$ cat config.mk
export PLATFORM = sky130hd
export DESIGN_NAME = console_uart
export DESIGN_NICKNAME = d
export VERILOG_FILES = /design/src/rtl/console_uart.sv
export SDC_FILE = /design/constraint.sdc
export NUM_CORES = 1
export LEC_CHECK = 0
export BUFFER_PORTS_ARGS = -buffer_cell sky130_fd_sc_hd__buf_2
export CAP_MARGIN = 0
export CORE_ASPECT_RATIO = 0.7
export CORE_MARGIN = 3
export CORE_UTILIZATION = 35
export CTS_CLUSTER_SIZE = 28
export DETAILED_ROUTE_END_ITERATION = 8
export SLEW_MARGIN = 20
export SYNTH_ARGS = -nofsm -noshare
export SYNTH_HDL_FRONTEND = slang
export SYNTH_SLANG_ARGS = --single-unit
$ cat constraint.sdc
create_clock -name clk -period 4.8 [get_ports clk]
set_input_delay 0.24 -clock clk [delete_from_list [all_inputs] [get_ports clk]]
set_output_delay 0.24 -clock clk [all_outputs]
set_load 0.02 [all_outputs]
$ cat src/rtl/console_uart.sv
// Console UART for the CPU reg_div/reg_dat handshake: 8N1 transmitter, synchronised
// receiver and a small RX FIFO that the CPU pops through reg_dat.
module console_uart #(
  parameter int unsigned DEFAULT_DIV = 53333,
  parameter int unsigned RX_DEPTH    = 4
) (
  input  logic        clk,
  input  logic        resetn,
  output logic        ser_tx,
  input  logic        ser_rx,
  input  logic [3:0]  reg_div_we,
  input  logic [31:0] reg_div_di,
  output logic [31:0] reg_div_do,
  input  logic        reg_dat_we,
  input  logic        reg_dat_re,
  input  logic [31:0] reg_dat_di,
  output logic [31:0] reg_dat_do,
  output logic        reg_dat_wait,
  output logic        rx_overrun
);

  localparam int unsigned AW = (RX_DEPTH > 1) ? $clog2(RX_DEPTH) : 1;

  typedef enum logic [1:0] {TX_IDLE, TX_START, TX_DATA, TX_STOP} tx_state_t;
  typedef enum logic [2:0] {RX_IDLE, RX_START, RX_DATA, RX_STOP, RX_BREAK} rx_state_t;

  // ---------------------------------------------------------------- divider
  logic [31:0] r_div;
  logic [31:0] w_eff_div;

  always_ff @(posedge clk or negedge resetn) begin
    if (!resetn) begin
      r_div <= 32'(DEFAULT_DIV);
    end else begin
      for (int unsigned n = 0; n < 4; n++) begin
        if (reg_div_we[n]) r_div[8*n +: 8] <= reg_div_di[8*n +: 8];
      end
    end
  end

  assign w_eff_div  = (r_div < 32'd2) ? 32'd2 : r_div;
  assign reg_div_do = r_div;

  // ---------------------------------------------------------------- transmitter
  tx_state_t   r_tx_state, w_tx_state_nx;
  logic [31:0] r_tx_div,   w_tx_div_nx;
  logic [31:0] r_tx_cnt,   w_tx_cnt_nx;
  logic [2:0]  r_tx_bit,   w_tx_bit_nx;
  logic [7:0]  r_tx_shift, w_tx_shift_nx;
  logic        r_ser_tx,   w_ser_tx_nx;
  logic        w_tx_bit_end;
  logic        w_tx_busy;
  logic        w_unused_dat;

  assign w_unused_dat = ^reg_dat_di[31:8];

  always_ff @(posedge clk or negedge resetn) begin
    if (!resetn) begin
      r_tx_state <= TX_IDLE;
      r_tx_div   <= '0;
      r_tx_cnt   <= '0;
      r_tx_bit   <= '0;
      r_tx_shift <= '0;
      r_ser_tx   <= 1'b1;
    end else begin
      r_tx_state <= w_tx_state_nx;
      r_tx_div   <= w_tx_div_nx;
      r_tx_cnt   <= w_tx_cnt_nx;
      r_tx_bit   <= w_tx_bit_nx;
      r_tx_shift <= w_tx_shift_nx;
      r_ser_tx   <= w_ser_tx_nx;
    end
  end

  assign w_tx_bit_end = (r_tx_cnt == r_tx_div - 32'd1);

  always_comb begin
    w_tx_state_nx = r_tx_state;
    w_tx_div_nx   = r_tx_div;
    w_tx_cnt_nx   = r_tx_cnt + 32'd1;
    w_tx_bit_nx   = r_tx_bit;
    w_tx_shift_nx = r_tx_shift;
    case (r_tx_state)
      TX_IDLE: begin
        w_tx_cnt_nx = '0;
        if (reg_dat_we) begin
          w_tx_state_nx = TX_START;
          w_tx_div_nx   = w_eff_div;
          w_tx_bit_nx   = '0;
          w_tx_shift_nx = reg_dat_di[7:0];
        end
      end
      TX_START: begin
        if (w_tx_bit_end) begin
          w_tx_state_nx = TX_DATA;
          w_tx_cnt_nx   = '0;
        end
      end
      TX_DATA: begin
        if (w_tx_bit_end) begin
          w_tx_cnt_nx   = '0;
          w_tx_shift_nx = {1'b0, r_tx_shift[7:1]};
          w_tx_bit_nx   = r_tx_bit + 3'd1;
          if (r_tx_bit == 3'd7) w_tx_state_nx = TX_STOP;
        end
      end
      TX_STOP: begin
        if (w_tx_bit_end) begin
          w_tx_state_nx = TX_IDLE;
          w_tx_cnt_nx   = '0;
        end
      end
      default: w_tx_state_nx = TX_IDLE;
    endcase
  end

  // Line level is registered from the next state so it changes exactly at bit boundaries.
  always_comb begin
    w_ser_tx_nx = 1'b1;
    case (w_tx_state_nx)
      TX_START: w_ser_tx_nx = 1'b0;
      TX_DATA:  w_ser_tx_nx = w_tx_shift_nx[0];
      default:  w_ser_tx_nx = 1'b1;
    endcase
  end

  assign ser_tx       = r_ser_tx;
  assign w_tx_busy    = (r_tx_state != TX_IDLE);
  assign reg_dat_wait = reg_dat_we & w_tx_busy;

  // ---------------------------------------------------------------- receiver
  logic        r_rx_meta, r_rx_sync, r_rx_prev;
  rx_state_t   r_rx_state, w_rx_state_nx;
  logic [31:0] r_rx_div,   w_rx_div_nx;
  logic [31:0] r_rx_cnt,   w_rx_cnt_nx;
  logic [2:0]  r_rx_bit,   w_rx_bit_nx;
  logic [7:0]  r_rx_shift, w_rx_shift_nx;
  logic        w_rx_fall;
  logic        w_rx_push;
  logic [31:0] w_rx_half;

  always_ff @(posedge clk or negedge resetn) begin
    if (!resetn) begin
      r_rx_meta  <= 1'b1;
      r_rx_sync  <= 1'b1;
      r_rx_prev  <= 1'b1;
      r_rx_state <= RX_IDLE;
      r_rx_div   <= '0;
      r_rx_cnt   <= '0;
      r_rx_bit   <= '0;
      r_rx_shift <= '0;
    end else begin
      r_rx_meta  <= ser_rx;
      r_rx_sync  <= r_rx_meta;
      r_rx_prev  <= r_rx_sync;
      r_rx_state <= w_rx_state_nx;
      r_rx_div   <= w_rx_div_nx;
      r_rx_cnt   <= w_rx_cnt_nx;
      r_rx_bit   <= w_rx_bit_nx;
      r_rx_shift <= w_rx_shift_nx;
    end
  end

  assign w_rx_fall = r_rx_prev & ~r_rx_sync;
  assign w_rx_half = r_rx_div >> 1;

  always_comb begin
    w_rx_state_nx = r_rx_state;
    w_rx_div_nx   = r_rx_div;
    w_rx_cnt_nx   = r_rx_cnt + 32'd1;
    w_rx_bit_nx   = r_rx_bit;
    w_rx_shift_nx = r_rx_shift;
    w_rx_push     = 1'b0;
    case (r_rx_state)
      RX_IDLE: begin
        w_rx_cnt_nx = '0;
        if (w_rx_fall) begin
          w_rx_state_nx = RX_START;
          w_rx_div_nx   = w_eff_div;
        end
      end
      RX_START: begin
        if (r_rx_cnt == w_rx_half - 32'd1) begin
          w_rx_cnt_nx   = '0;
          w_rx_bit_nx   = '0;
          w_rx_state_nx = r_rx_sync ? RX_IDLE : RX_DATA;
        end
      end
      RX_DATA: begin
        if (r_rx_cnt == r_rx_div - 32'd1) begin
          w_rx_cnt_nx   = '0;
          w_rx_shift_nx = {r_rx_sync, r_rx_shift[7:1]};
          w_rx_bit_nx   = r_rx_bit + 3'd1;
          if (r_rx_bit == 3'd7) w_rx_state_nx = RX_STOP;
        end
      end
      RX_STOP: begin
        if (r_rx_cnt == r_rx_div - 32'd1) begin
          w_rx_cnt_nx = '0;
          if (r_rx_sync) begin
            w_rx_push     = 1'b1;
            w_rx_state_nx = RX_IDLE;
          end else begin
            w_rx_state_nx = RX_BREAK;
          end
        end
      end
      RX_BREAK: begin
        w_rx_cnt_nx = '0;
        if (r_rx_sync) w_rx_state_nx = RX_IDLE;
      end
      default: w_rx_state_nx = RX_IDLE;
    endcase
  end

  // ---------------------------------------------------------------- RX FIFO
  logic [7:0]    r_mem [RX_DEPTH];
  logic [AW-1:0] r_wp, r_rp;
  logic [AW:0]   r_cnt;
  logic          r_ovr;
  logic          w_full, w_empty, w_pop, w_push_ok;

  assign w_full    = (r_cnt == (AW+1)'(RX_DEPTH));
  assign w_empty   = (r_cnt == '0);
  assign w_pop     = reg_dat_re & ~w_empty;
  // A pop in the same cycle frees the slot, so a push into a full FIFO still lands.
  assign w_push_ok = w_rx_push & (~w_full | w_pop);

  always_ff @(posedge clk) begin
    if (w_push_ok) r_mem[r_wp] <= r_rx_shift;
  end

  always_ff @(posedge clk or negedge resetn) begin
    if (!resetn) begin
      r_wp  <= '0;
      r_rp  <= '0;
      r_cnt <= '0;
      r_ovr <= 1'b0;
    end else begin
      if (w_push_ok) r_wp <= r_wp + AW'(1);
      if (w_pop)     r_rp <= r_rp + AW'(1);
      case ({w_push_ok, w_pop})
        2'b10:   r_cnt <= r_cnt + (AW+1)'(1);
        2'b01:   r_cnt <= r_cnt - (AW+1)'(1);
        default: r_cnt <= r_cnt;
      endcase
      if (w_rx_push && !w_push_ok) r_ovr <= 1'b1;
    end
  end

  assign reg_dat_do = w_empty ? '0 : {24'd0, r_mem[r_rp]};
  assign rx_overrun = r_ovr;

endmodule

==> results of run 1 <==
per-stage QoR:
step,area (µm²),cells,worst slack (ns),hold slack (ns)
5_1_grt,16100,2089,0.0563,0.0410
3_5_place_dp,14800,2002,0.292,0.347
2_1_floorplan,14100,1480,0.552,-0.0556
6_report,16100,2089,0.325,0.0298
3_3_place_gp,14800,2002,0.350,0.348
4_1_cts,16000,2087,0.255,0.00347
tightest hold or removal path, delay by kind of cell:
family,cells,cell delay [ns]
AOI/OAI and AO/OA,2,0.15
and+or+nand+nor,1,0.06
buffers and inverters,1,0.13
Yosys cell counts, types with 4 or more instances:
| master | instances | area [µm²] |
|---|---|---|
| or2_2 | 10 | 62.6 |
| nor4_2 | 4 | 50.1 |
| nor3b_1 | 5 | 37.5 |
| or4_1 | 13 | 97.6 |
| inv_1 | 34 | 128 |
| o22ai_1 | 4 | 25.0 |
| nand3b_1 | 9 | 67.6 |
| o311ai_0 | 4 | 35.0 |
| o21ai_0 | 30 | 150 |
| a31oi_1 | 10 | 62.6 |
| mux2i_1 | 9 | 90.1 |
| o31ai_1 | 7 | 52.6 |
| dfrtp_1 | 188 | 4700 |
| buf_2 | 18 | 90.1 |
| dfstp_2 | 11 | 289 |
| a211oi_1 | 9 | 67.6 |
| o31a_1 | 4 | 35.0 |
| xnor2_1 | 115 | 1010 |
| and4_1 | 10 | 87.6 |
| clkbuf_1 | 66 | 248 |
| nor2b_1 | 12 | 75.1 |
| or3_1 | 13 | 81.3 |
| buf_4 | 27 | 203 |
| nand3_1 | 57 | 285 |
| buf_6 | 4 | 45.0 |
| and2_1 | 10 | 62.6 |
| edfxtp_1 | 32 | 961 |
| nor2_1 | 106 | 398 |
| nand4_1 | 32 | 200 |
| and3_1 | 24 | 150 |
| nor3_1 | 85 | 425 |
| nor4_4 | 6 | 128 |
| ha_1 | 13 | 163 |
| nand4b_1 | 6 | 52.6 |
| mux2_2 | 70 | 788 |
| nand2b_1 | 19 | 119 |
| xor2_1 | 81 | 709 |
| a21oi_1 | 25 | 125 |
| nand2_1 | 162 | 608 |
| nor4_1 | 35 | 219 |
| o211ai_1 | 8 | 60.1 |
| mux4_2 | 8 | 180 |
final cells by class:
| class | count | share of cell area (%) |
|---|---|---|
| multi-input cells | 1096 | 46.3 |
| repair buffers | 157 | 6.77 |
| clock inverters | 11 | 0.701 |
| inverters | 34 | 0.794 |
| well taps | 527 | 4.10 |
| clock buffers | 33 | 4.33 |
| flip-flops and latches | 231 | 37.1 |
kinds of logic (layout without fill, tap and decap cells):
logic type,after synthesis,count (layout),synth area share [%]
and+or+nand+nor,641,641,24.7
AOI/OAI and AO/OA,134,134,6.46
muxes,87,87,7.56
xor gates and xnor gates,196,196,12.3
DFF,231,231,42.5
buffers and inverters,153,235,5.21
adders and majority gates,14,14,1.30
other,1,24,0.0268
registers in the layout, indices dropped and copies added (netlist names), 2 cells and up:
| signal | cells |
|---|---|
| reg_div_do | 32 |
| r_wp | 2 |
| r_rp | 2 |
| r_tx_state | 2 |
| r_tx_shift | 8 |
| r_tx_bit | 3 |
| r_cnt | 3 |
| r_mem | 32 |
| r_rx_cnt | 32 |
| r_rx_div | 32 |
| r_tx_cnt | 32 |
| r_rx_bit | 3 |
| r_tx_div | 32 |
| r_rx_shift | 8 |
| r_rx_state | 3 |
repair_timing:
action | in CTS | in global routing
buffers inserted | 0 | 2
hold buffers | 41 | 0
endpoints found under the setup margin | 0 | 1
resized for setup | 0 | 2
endpoints found under the hold margin | 140 | 0
report_power, final:
part	leakage, nW	switching (W)	internal [W]	total, W
logic	3.43	0.000995	0.000795	0.00179
clock network	0.387	0.000799	0.00112	0.00192
registers	2.85	0.000450	0.00219	0.00264
total	6.67	0.00224	0.00410	0.00635
worst paths after layout:
kind                        startpoint  cells past startpoint       endpoint  slack [ns]
min in group asynchronous       resetn                      2   r_tx_div[31]        0.35
max in group asynchronous       resetn                      3  reg_div_do[6]        3.42
setup reg to reg           r_rx_div[0]                     11  r_rx_shift[0]        0.32
hold / removal              reg_dat_we                      4         ser_tx        0.03
hold reg to reg              r_rx_meta                      0      r_rx_sync        0.35
setup / recovery           r_rx_div[0]                     11  r_rx_shift[0]        0.32
metal layers:
layer  GRT usage [%]  share of wire [%]
met1            29.6                 51
met2            23.8                 39
met3            4.07                7.8
met4            2.65                1.4
met5               0                  0
==> results by group, run 1 <==
Worst hold path
  – HP Class: input port to register

Setup path
  – Crit path cell chain: inv_1 -> ha_1 -> nor3b_2 -> nand4_1 -> nor2_2 -> mux2i_1 -> or4_1 -> or4_1 -> or4_4 -> nor3_4 -> mux2_2
  – CP dominant cell by count: or4_1
  – Slowest cell delay on critical path: 0.56 ns
  – Crit end category: register
  – Crit-path slowest cell: or4_1
  – Max FO, Critical Path: 8
  – Crit path buffers/inverters: 1
  – Setup CP Type: register to register
  – CP Data Required Time: 5.22 ns
  – Critical path's top delay family: simple AND/OR/NAND/NOR gates
  – CP arrival: 4.89 ns
  – CP startpoint kind: register

STA
  – Clock skew: 0.0212 ns
  – Highest achievable clock rate: 223 MHz
  – Fin crit share: 93.2%
  – Hold Violations, Final: 0
  – Worst slew pin tran: 0.918 ns
  – Slew margin rel.: 38.8%
  – Final Slew Violations: 0
  – Setup TNS: 0 ns
  – Crit path time final: 4.48 ns
  – Final setup viols: 0
  – RSZ-0062 raised after global routing: false

Routing
  – DR iter-0 viols: 958
  – DR WL/cell: 18.4 µm
  – TritonRoute pass-1 iters: 6
  – Routed vias: 11200
  – Antenna-violating nets left: 0
  – Vias/cell: 5.37
  – Remaining DRCs: 0
  – Routed WL: 38.5 mm

Clocking
  – TritonCTS clock tree: yes
  – Root Buffer: clkbuf_16
  – Max Root-Sink Buffers: 3
  – Cts bufs inserted: 24
  – H-tree levels: 1
  – Clk Latency, worst-skew pair: 0.54 ns
  – Num Clock Sinks: 231
  – Clk slew on worst S/H paths: 0.07 ns

GRT
  – Largest net degree at the start of global routing: 105
  – Initial antenna violation count: 0
  – First-pass GRT wire length: 61.3 mm
  – Vias in the first global route: 10500
  – Total track usage: 18.0%
  – Total gr overflow: 0

Placement
  – IO Port Bufs: 91
  – Detailed Place HPWL: 27.7 mm
  – RD Place Congestion: 0.942

Power
  – Pleak: 6.67 nW
  – Peak VDD IR: 248 µV
  – Pwr dens: 395 nW/µm²
  – Tot Pwr: 0.00635 W

Logic synthesis
  – Mapped Area: 14000 µm²
  – Yosys reg bits: 231
  – Asr flop ratio synth: 86.1%
  – Cells after synthesis: 1457
  – Top FF cell, synth: dfrtp_1
  – EDFF count, synth: 32
  – Ys Warns: 0
  – Syn Area/Cell: 9.61 µm²
  – Post-synthesis sequential area ratio: 42.5%
  – Netlist cell types: 84

Run
  – Max Cap Viol: 0

Floorplanning
  – Die footprint: 42500 µm²
  – Die width: 245 µm
  – Total I/O pin count: 140
  – FP Rows: 60
  – Starting density of the core: 35.9%
  – Core box area: 39000 µm²
  – Die height: 173 µm

Layout
  – # fillers: 3787
  – Final Util: 41.2%
  – Area Growth Syn to Fin: 14.7%
  – Seq. cell area: 5950 µm²
  – Commonest non-fill, non-tap cells in the layout: dfrtp_1 (188), nand2_1 (162), xnor2_1 (115), nor2_1 (105), buf_2 (90)
  – Share of layout cells above drive strength 1: 18.2%
  – Area of the multi-input gates: 7430 µm²
  – Final net count: 1631
  – Most common cell after layout, fill and taps aside: dfrtp_1
  – ANT cells: 0

Run status
  – Status: complete, no violations
Note: power is estimated with default switching activity, not from simulation.
==> inputs of run 2 (changes only) <==
- CORE_ASPECT_RATIO: 0.7 -> 1.75
==> results by group, run 2 (synthesized netlist as in run 1, its figures left out) <==
GRT
  – Total gr overflow: 0 (unchanged)
  – First-pass GRT wire length: 60.9 mm (was 61.3 mm)
  – Largest net degree at the start of global routing: 101 (was 105)
  – Initial antenna violation count: 0 (unchanged)
  – Total track usage: 18.0% (about the same)
  – Vias in the first global route: 11200 (was 10500)

Power
  – Pleak: 6.68 nW (was 6.67 nW)
  – Sw frac: 35.4% (about the same)
  – Peak VDD IR: 299 µV (was 248 µV)
  – Pwr dens: 396 nW/µm² (was 395 nW/µm²)
  – Comb pwr share: 27.7% (was 28.2%)
  – Psw: 0.00225 W (was 0.00224 W)
  – Clk pwr share: 31.1% (was 30.3%)
  – Reg power frac: 41.3% (was 41.5%)
  – Int Power: 0.00410 W (about the same)

Setup path
  – CP startpoint kind: register (unchanged)
  – CP Data Required Time: 5.22 ns (about the same)
  – CP arrival: 4.88 ns (was 4.89 ns)
  – Max FO, Critical Path: 8 (unchanged)
  – R2R depth: 11 (unchanged)
  – Crit end category: register (unchanged)
  – Setup CP Type: register to register (unchanged)

STA
  – Slew margin rel.: 36.4% (was 38.8%)
  – Fin crit share: 93.1% (was 93.2%)
  – Setup TNS: 0 ns (unchanged)
  – Hold Violations, Final: 0 (unchanged)
  – Highest achievable clock rate: 224 MHz (was 223 MHz)
  – Worst slew pin tran: 0.952 ns (was 0.918 ns)
  – Final setup viols: 0 (unchanged)
  – Hold slack: 0.0586 ns (was 0.0298 ns)
  – Crit path time final: 4.47 ns (was 4.48 ns)
  – Clock skew: 0.0211 ns (was 0.0212 ns)
  – Final Slew Violations: 0 (unchanged)
  – RSZ-0062 raised after global routing: false (unchanged)

Clocking
  – Max Root-Sink Buffers: 3 (unchanged)
  – Root Buffer: clkbuf_16 (unchanged)
  – Num Clock Sinks: 231 (unchanged)
  – Post-CTS setup buffer count: 0 (unchanged)
  – Clk slew on worst S/H paths: 0.07 ns (about the same)
  – Cts bufs inserted: 23 (was 24)
  – Clk Latency, worst-skew pair: 0.54 ns (about the same)
  – H-tree levels: 1 (unchanged)
  – TritonCTS clock tree: yes (unchanged)

Routing
  – Remaining DRCs: 0 (unchanged)
  – Antenna-violating nets left: 0 (unchanged)
  – DR WL/cell: 19.0 µm (was 18.4 µm)
  – Routed vias: 10900 (was 11200)
  – TritonRoute pass-1 iters: 5 (was 6)
  – DR iter-0 viols: 463 (was 958)
  – Routed WL: 39.0 mm (was 38.5 mm)
  – Vias/cell: 5.34 (was 5.37)

Layout
  – Most common cell after layout, fill and taps aside: dfrtp_1 (unchanged)
  – Share of layout cells above drive strength 1: 18.5% (was 18.2%)
  – Commonest non-fill, non-tap cells in the layout: dfrtp_1 (188), nand2_1 (162), xnor2_1 (115), nor2_1 (105), buf_2 (90) (unchanged)
  – Final Util: 40.7% (was 41.2%)
  – Seq. cell area: 5950 µm² (unchanged)
  – Post-layout instance area: 16000 µm² (was 16100 µm²)
  – Area Growth Syn to Fin: 14.5% (was 14.7%)
  – ANT cells: 0 (unchanged)
  – Area of the multi-input gates: 7430 µm² (about the same)
  – # fillers: 3870 (was 3787)
  – Final net count: 1630 (was 1631)

Worst hold path
  – HP Class: input port to register (unchanged)
  – WHS Path Cells: 3 (was 4)

Floorplanning
  – Core box area: 39400 µm² (was 39000 µm²)
  – Die footprint: 42500 µm² (about the same)
  – Die height: 271 µm (was 173 µm)
  – Total I/O pin count: 140 (unchanged)
  – Starting density of the core: 35.6% (was 35.9%)
  – FP Rows: 96 (was 60)
  – Die width: 157 µm (was 245 µm)

Placement
  – RD Place Congestion: 0.975 (was 0.942)
  – Detailed Place HPWL: 29.6 mm (was 27.7 mm)
  – DP Area: 14800 µm² (about the same)
  – IO Port Bufs: 91 (unchanged)

Run
  – Max Cap Viol: 0 (unchanged)

Run status
  – Status: complete, no violations (unchanged)
==> run 2: final cells by class <==
class | count | share of cell area, %
sequential | 231 | 37.1
inverter | 34 | 0.796
tap | 490 | 3.82
multi-input combinational | 1096 | 46.3
clock buffer | 26 | 3.93
timing repair buffer | 157 | 6.78
clock inverter | 16 | 1.19
==> run 2: path summary, 6_finish.rpt <==
path,from,to,slack (ns)
setup / recovery,r_rx_div[0],r_rx_shift[6],0.33
max in group asynchronous,resetn,r_tx_shift[2],3.39
min in group asynchronous,resetn,r_rx_div[30],0.35
hold / removal,reg_dat_di[0],r_tx_shift[0],0.06
setup reg to reg,r_rx_div[0],r_rx_shift[6],0.33
hold reg to reg,r_rx_meta,r_rx_sync,0.36
==> run 2: stage by stage <==
stage | total power (W) | cells | setup slack [ns]
detailed placement | 0.00438 | 1967 | 0.321
global route | 0.00667 | 2050 | 0.0425
floorplan | 0.00384 | 1480 | 0.552
finish | 0.00635 | 2050 | 0.333
CTS | 0.00640 | 2050 | 0.279
global placement | 0.00435 | 1967 | 0.359
==> run 2: critical path, stage by stage, from the launching register on <==
cell and delay (ns):
dfrtp_1 0.43, inv_1 0.15, ha_1 0.28, nor3b_2 0.50
nand4_1 0.35, nor2_2 0.23, mux2i_1 0.12, or4_1 0.56
or4_1 0.53, or4_4 0.44, nor3_4 0.35, mux2_2 0.38
==> run 2: power groups by stage <==
stage	registers [W]	logic, W	clock network (W)
2_1_floorplan	0.00242	0.00142	0
4_1_cts	0.00262	0.00176	0.00202
3_5_place_dp	0.00265	0.00173	0
6_report	0.00262	0.00176	0.00197
3_3_place_gp	0.00264	0.00171	0
5_1_grt	0.00266	0.00192	0.00210
==> run 2: routing by layer <==
metal  track usage, %  routed length [µm]
met3             1.86                1140
met5                0                   0
met1             17.7               13300
met2             35.5               22100
met4             10.1                2430
==> run 2: repair_timing <==
item | in CTS | in global routing
hold endpoints to repair | 133 | 0
setup endpoints to repair | 0 | 1
hold buffers | 41 | 0
resized for setup | 0 | 1
==> inputs of run 3 (changes only) <==
- CORE_UTILIZATION: 35 -> 51
- PLACE_DENSITY: not set -> 0.7
==> results by group, run 3 (synthesized netlist as in run 1, its figures left out) <==
Floorplanning
  – Core box area: 26800 µm² (was 39400 µm²)
  – Total I/O pin count: 140 (unchanged)
  – Starting density of the core: 52.3% (was 35.6%)
  – Die height: 225 µm (was 271 µm)
  – FP Rows: 79 (was 96)
  – Die footprint: 29600 µm² (was 42500 µm²)
  – Die width: 131 µm (was 157 µm)

STA
  – Clock skew: 0.0179 ns (was 0.0211 ns)
  – Crit path time final: 4.46 ns (was 4.47 ns)
  – Hold Violations, Final: 0 (unchanged)
  – Final setup viols: 0 (unchanged)
  – Highest achievable clock rate: 224 MHz (about the same)
  – RSZ-0062 raised after global routing: false (unchanged)
  – Fin crit share: 92.9% (was 93.1%)
  – Final Slew Violations: 0 (unchanged)
  – Worst slew pin tran: 0.944 ns (was 0.952 ns)
  – Slew margin rel.: 36.9% (was 36.4%)
  – Setup TNS: 0 ns (unchanged)

Layout
  – Area Growth Syn to Fin: 13.1% (was 14.5%)
  – Most common cell after layout, fill and taps aside: dfrtp_1 (unchanged)
  – # fillers: 2315 (was 3870)
  – Final net count: 1631 (was 1630)
  – Post-layout instance area: 15800 µm² (was 16000 µm²)
  – Commonest non-fill, non-tap cells in the layout: dfrtp_1 (188), nand2_1 (162), xnor2_1 (115), nor2_1 (105), buf_2 (90) (unchanged)
  – Share of layout cells above drive strength 1: 18.5% (about the same)

Clocking
  – Clk slew on worst S/H paths: 0.07 ns (about the same)
  – Max Root-Sink Buffers: 3 (unchanged)
  – Post-CTS setup buffer count: 0 (unchanged)
  – Clk Latency, worst-skew pair: 0.53 ns (was 0.54 ns)
  – H-tree levels: 1 (unchanged)
  – Root Buffer: clkbuf_16 (unchanged)
  – TritonCTS clock tree: yes (unchanged)
  – Cts bufs inserted: 22 (was 23)
  – Num Clock Sinks: 231 (unchanged)

Run status
  – Status: complete, no violations (unchanged)

Routing
  – Antenna-violating nets left: 0 (unchanged)
  – Routed WL: 37.1 mm (was 39.0 mm)
  – DR iter-0 viols: 596 (was 463)
  – Remaining DRCs: 0 (unchanged)
  – TritonRoute pass-1 iters: 4 (was 5)
  – DR WL/cell: 19.3 µm (was 19.0 µm)
  – Vias/cell: 5.81 (was 5.34)
  – Routed vias: 11200 (was 10900)

Worst hold path
  – WHS Path Cells: 4 (was 3)
  – Worst hold endpoint: ser_tx (was r_tx_shift[0])
  – Hold wc startpoint: reg_dat_we (was reg_dat_di[0])
  – HP Class: input port to register (unchanged)

Power
  – Pwr dens: 393 nW/µm² (was 396 nW/µm²)
  – Pleak: 6.67 nW (was 6.68 nW)
  – Peak VDD IR: 348 µV (was 299 µV)

GRT
  – Largest net degree at the start of global routing: 163 (was 101)
  – Total gr overflow: 0 (unchanged)
  – First-pass GRT wire length: 59.5 mm (was 60.9 mm)
  – Initial antenna violation count: 1 (was 0)
  – Total track usage: 25.0% (was 18.0%)
  – Vias in the first global route: 11300 (was 11200)

Setup path
  – Capturing point of the worst reg2reg path: r_cnt[2] (was r_rx_shift[6])
  – CP startpoint kind: register (unchanged)
  – Worst r2r src: r_rx_div[2] (was r_rx_div[0])
  – Reg2reg setup slack: 0.34 ns (was 0.33 ns)
  – Crit path cell chain: inv_1 -> ha_1 -> or4b_2 -> nor4_2 -> and4_1 -> o221ai_1 -> or4b_1 -> nor4_4 -> nor2_1 -> fa_1 -> nand2b_1 -> or4_1 -> o311ai_0 -> o21bai_1 (was inv_1 -> ha_1 -> nor3b_2 -> nand4_1 -> nor2_2 -> mux2i_1 -> or4_1 -> or4_1 -> or4_4 -> nor3_4 -> mux2_2)
  – Max FO, Critical Path: 7 (was 8)
  – Crit-path slowest cell: or4b_2 (was or4_1)
  – Setup CP Type: register to register (unchanged)
  – CP Data Required Time: 5.26 ns (was 5.22 ns)
  – Crit end category: register (unchanged)
  – R2R depth: 14 (was 11)
  – CP arrival: 4.92 ns (was 4.88 ns)
  – Slowest cell delay on critical path: 0.72 ns (was 0.56 ns)

Placement
  – Detailed Place HPWL: 27.2 mm (was 29.6 mm)
  – RD Place Congestion: 0.957 (was 0.975)
  – DP Area: 14700 µm² (was 14800 µm²)
  – IO Port Bufs: 91 (unchanged)

Run
  – Max Cap Viol: 0 (unchanged)
[run 3: repair_timing]
action,in CTS,in global routing
hold endpoints to repair,77,0
setup endpoints to repair,0,0
hold buffers,41,0
resized for setup,0,0
[run 3: routing by layer]
layer | track usage (%) | up-vias | part of all wire [%]
met5 | 0 | - | 0
li1 | - | 5282 | -
met4 | 16.4 | 0 | 7.3
met2 | 47.9 | 307 | 54
met3 | 2.75 | 124 | 3.2
met1 | 25.5 | 5473 | 36
[run 3: how the worst max path moves through the flow]
| stage | end | slack, ns | from |
|---|---|---|---|
| 3_5_place_dp | r_cnt[2] | 0.36 | r_rx_div[2] |
| 6_report | r_cnt[2] | 0.34 | r_rx_div[2] |
| 3_3_place_gp | r_cnt[2] | 0.42 | r_rx_div[2] |
| 5_1_grt | r_cnt[2] | 0.08 | r_rx_div[2] |
| 2_1_floorplan | r_cnt[2] | 0.55 | r_rx_div[2] |
| 4_1_cts | r_cnt[2] | 0.33 | r_rx_div[2] |
[run 3: final cells by class]
class / count / area [µm²] / share of cell area (%)
Clock inverter: 15 / 185 / 1.17
Sequential cell: 231 / 5950 / 37.6
Antenna cell: 2 / 5.00 / 0.0316
Multi-Input combinational cell: 1096 / 7430 / 46.9
Inverter: 34 / 128 / 0.806
Timing Repair Buffer: 159 / 1100 / 6.96
Clock buffer: 25 / 586 / 3.70
Tap cell: 364 / 455 / 2.87
[run 3: through the flow]
step	hold WS [ns]	total power (W)	worst slack, ns	cells	utilization (%)
floorplan	-0.0556	0.00384	0.552	1480	-
global placement	0.180	0.00431	0.424	1843	54.7
detailed placement	0.185	0.00435	0.365	1843	54.7
CTS	0.0467	0.00626	0.326	1924	59.1
global route	0.101	0.00655	0.0842	1925	59.1
finish	0.0643	0.00623	0.342	1926	59.1
[run 3: worst max-delay path: cells and delay by family, from the launching register on]
kind	cells	cell delay (ns)
buffers and inverters	1	0.12
DFF	1	0.44
AOI/OAI and AO/OA	3	0.36
and+or+nand+nor	8	2.75
adders and majority gates	2	0.70
[run 3: power breakdown]
group / internal [W] / switching, W
combinational: 0.000796 / 0.000959
clock: 0.00106 / 0.000803
sequential: 0.00218 / 0.000433
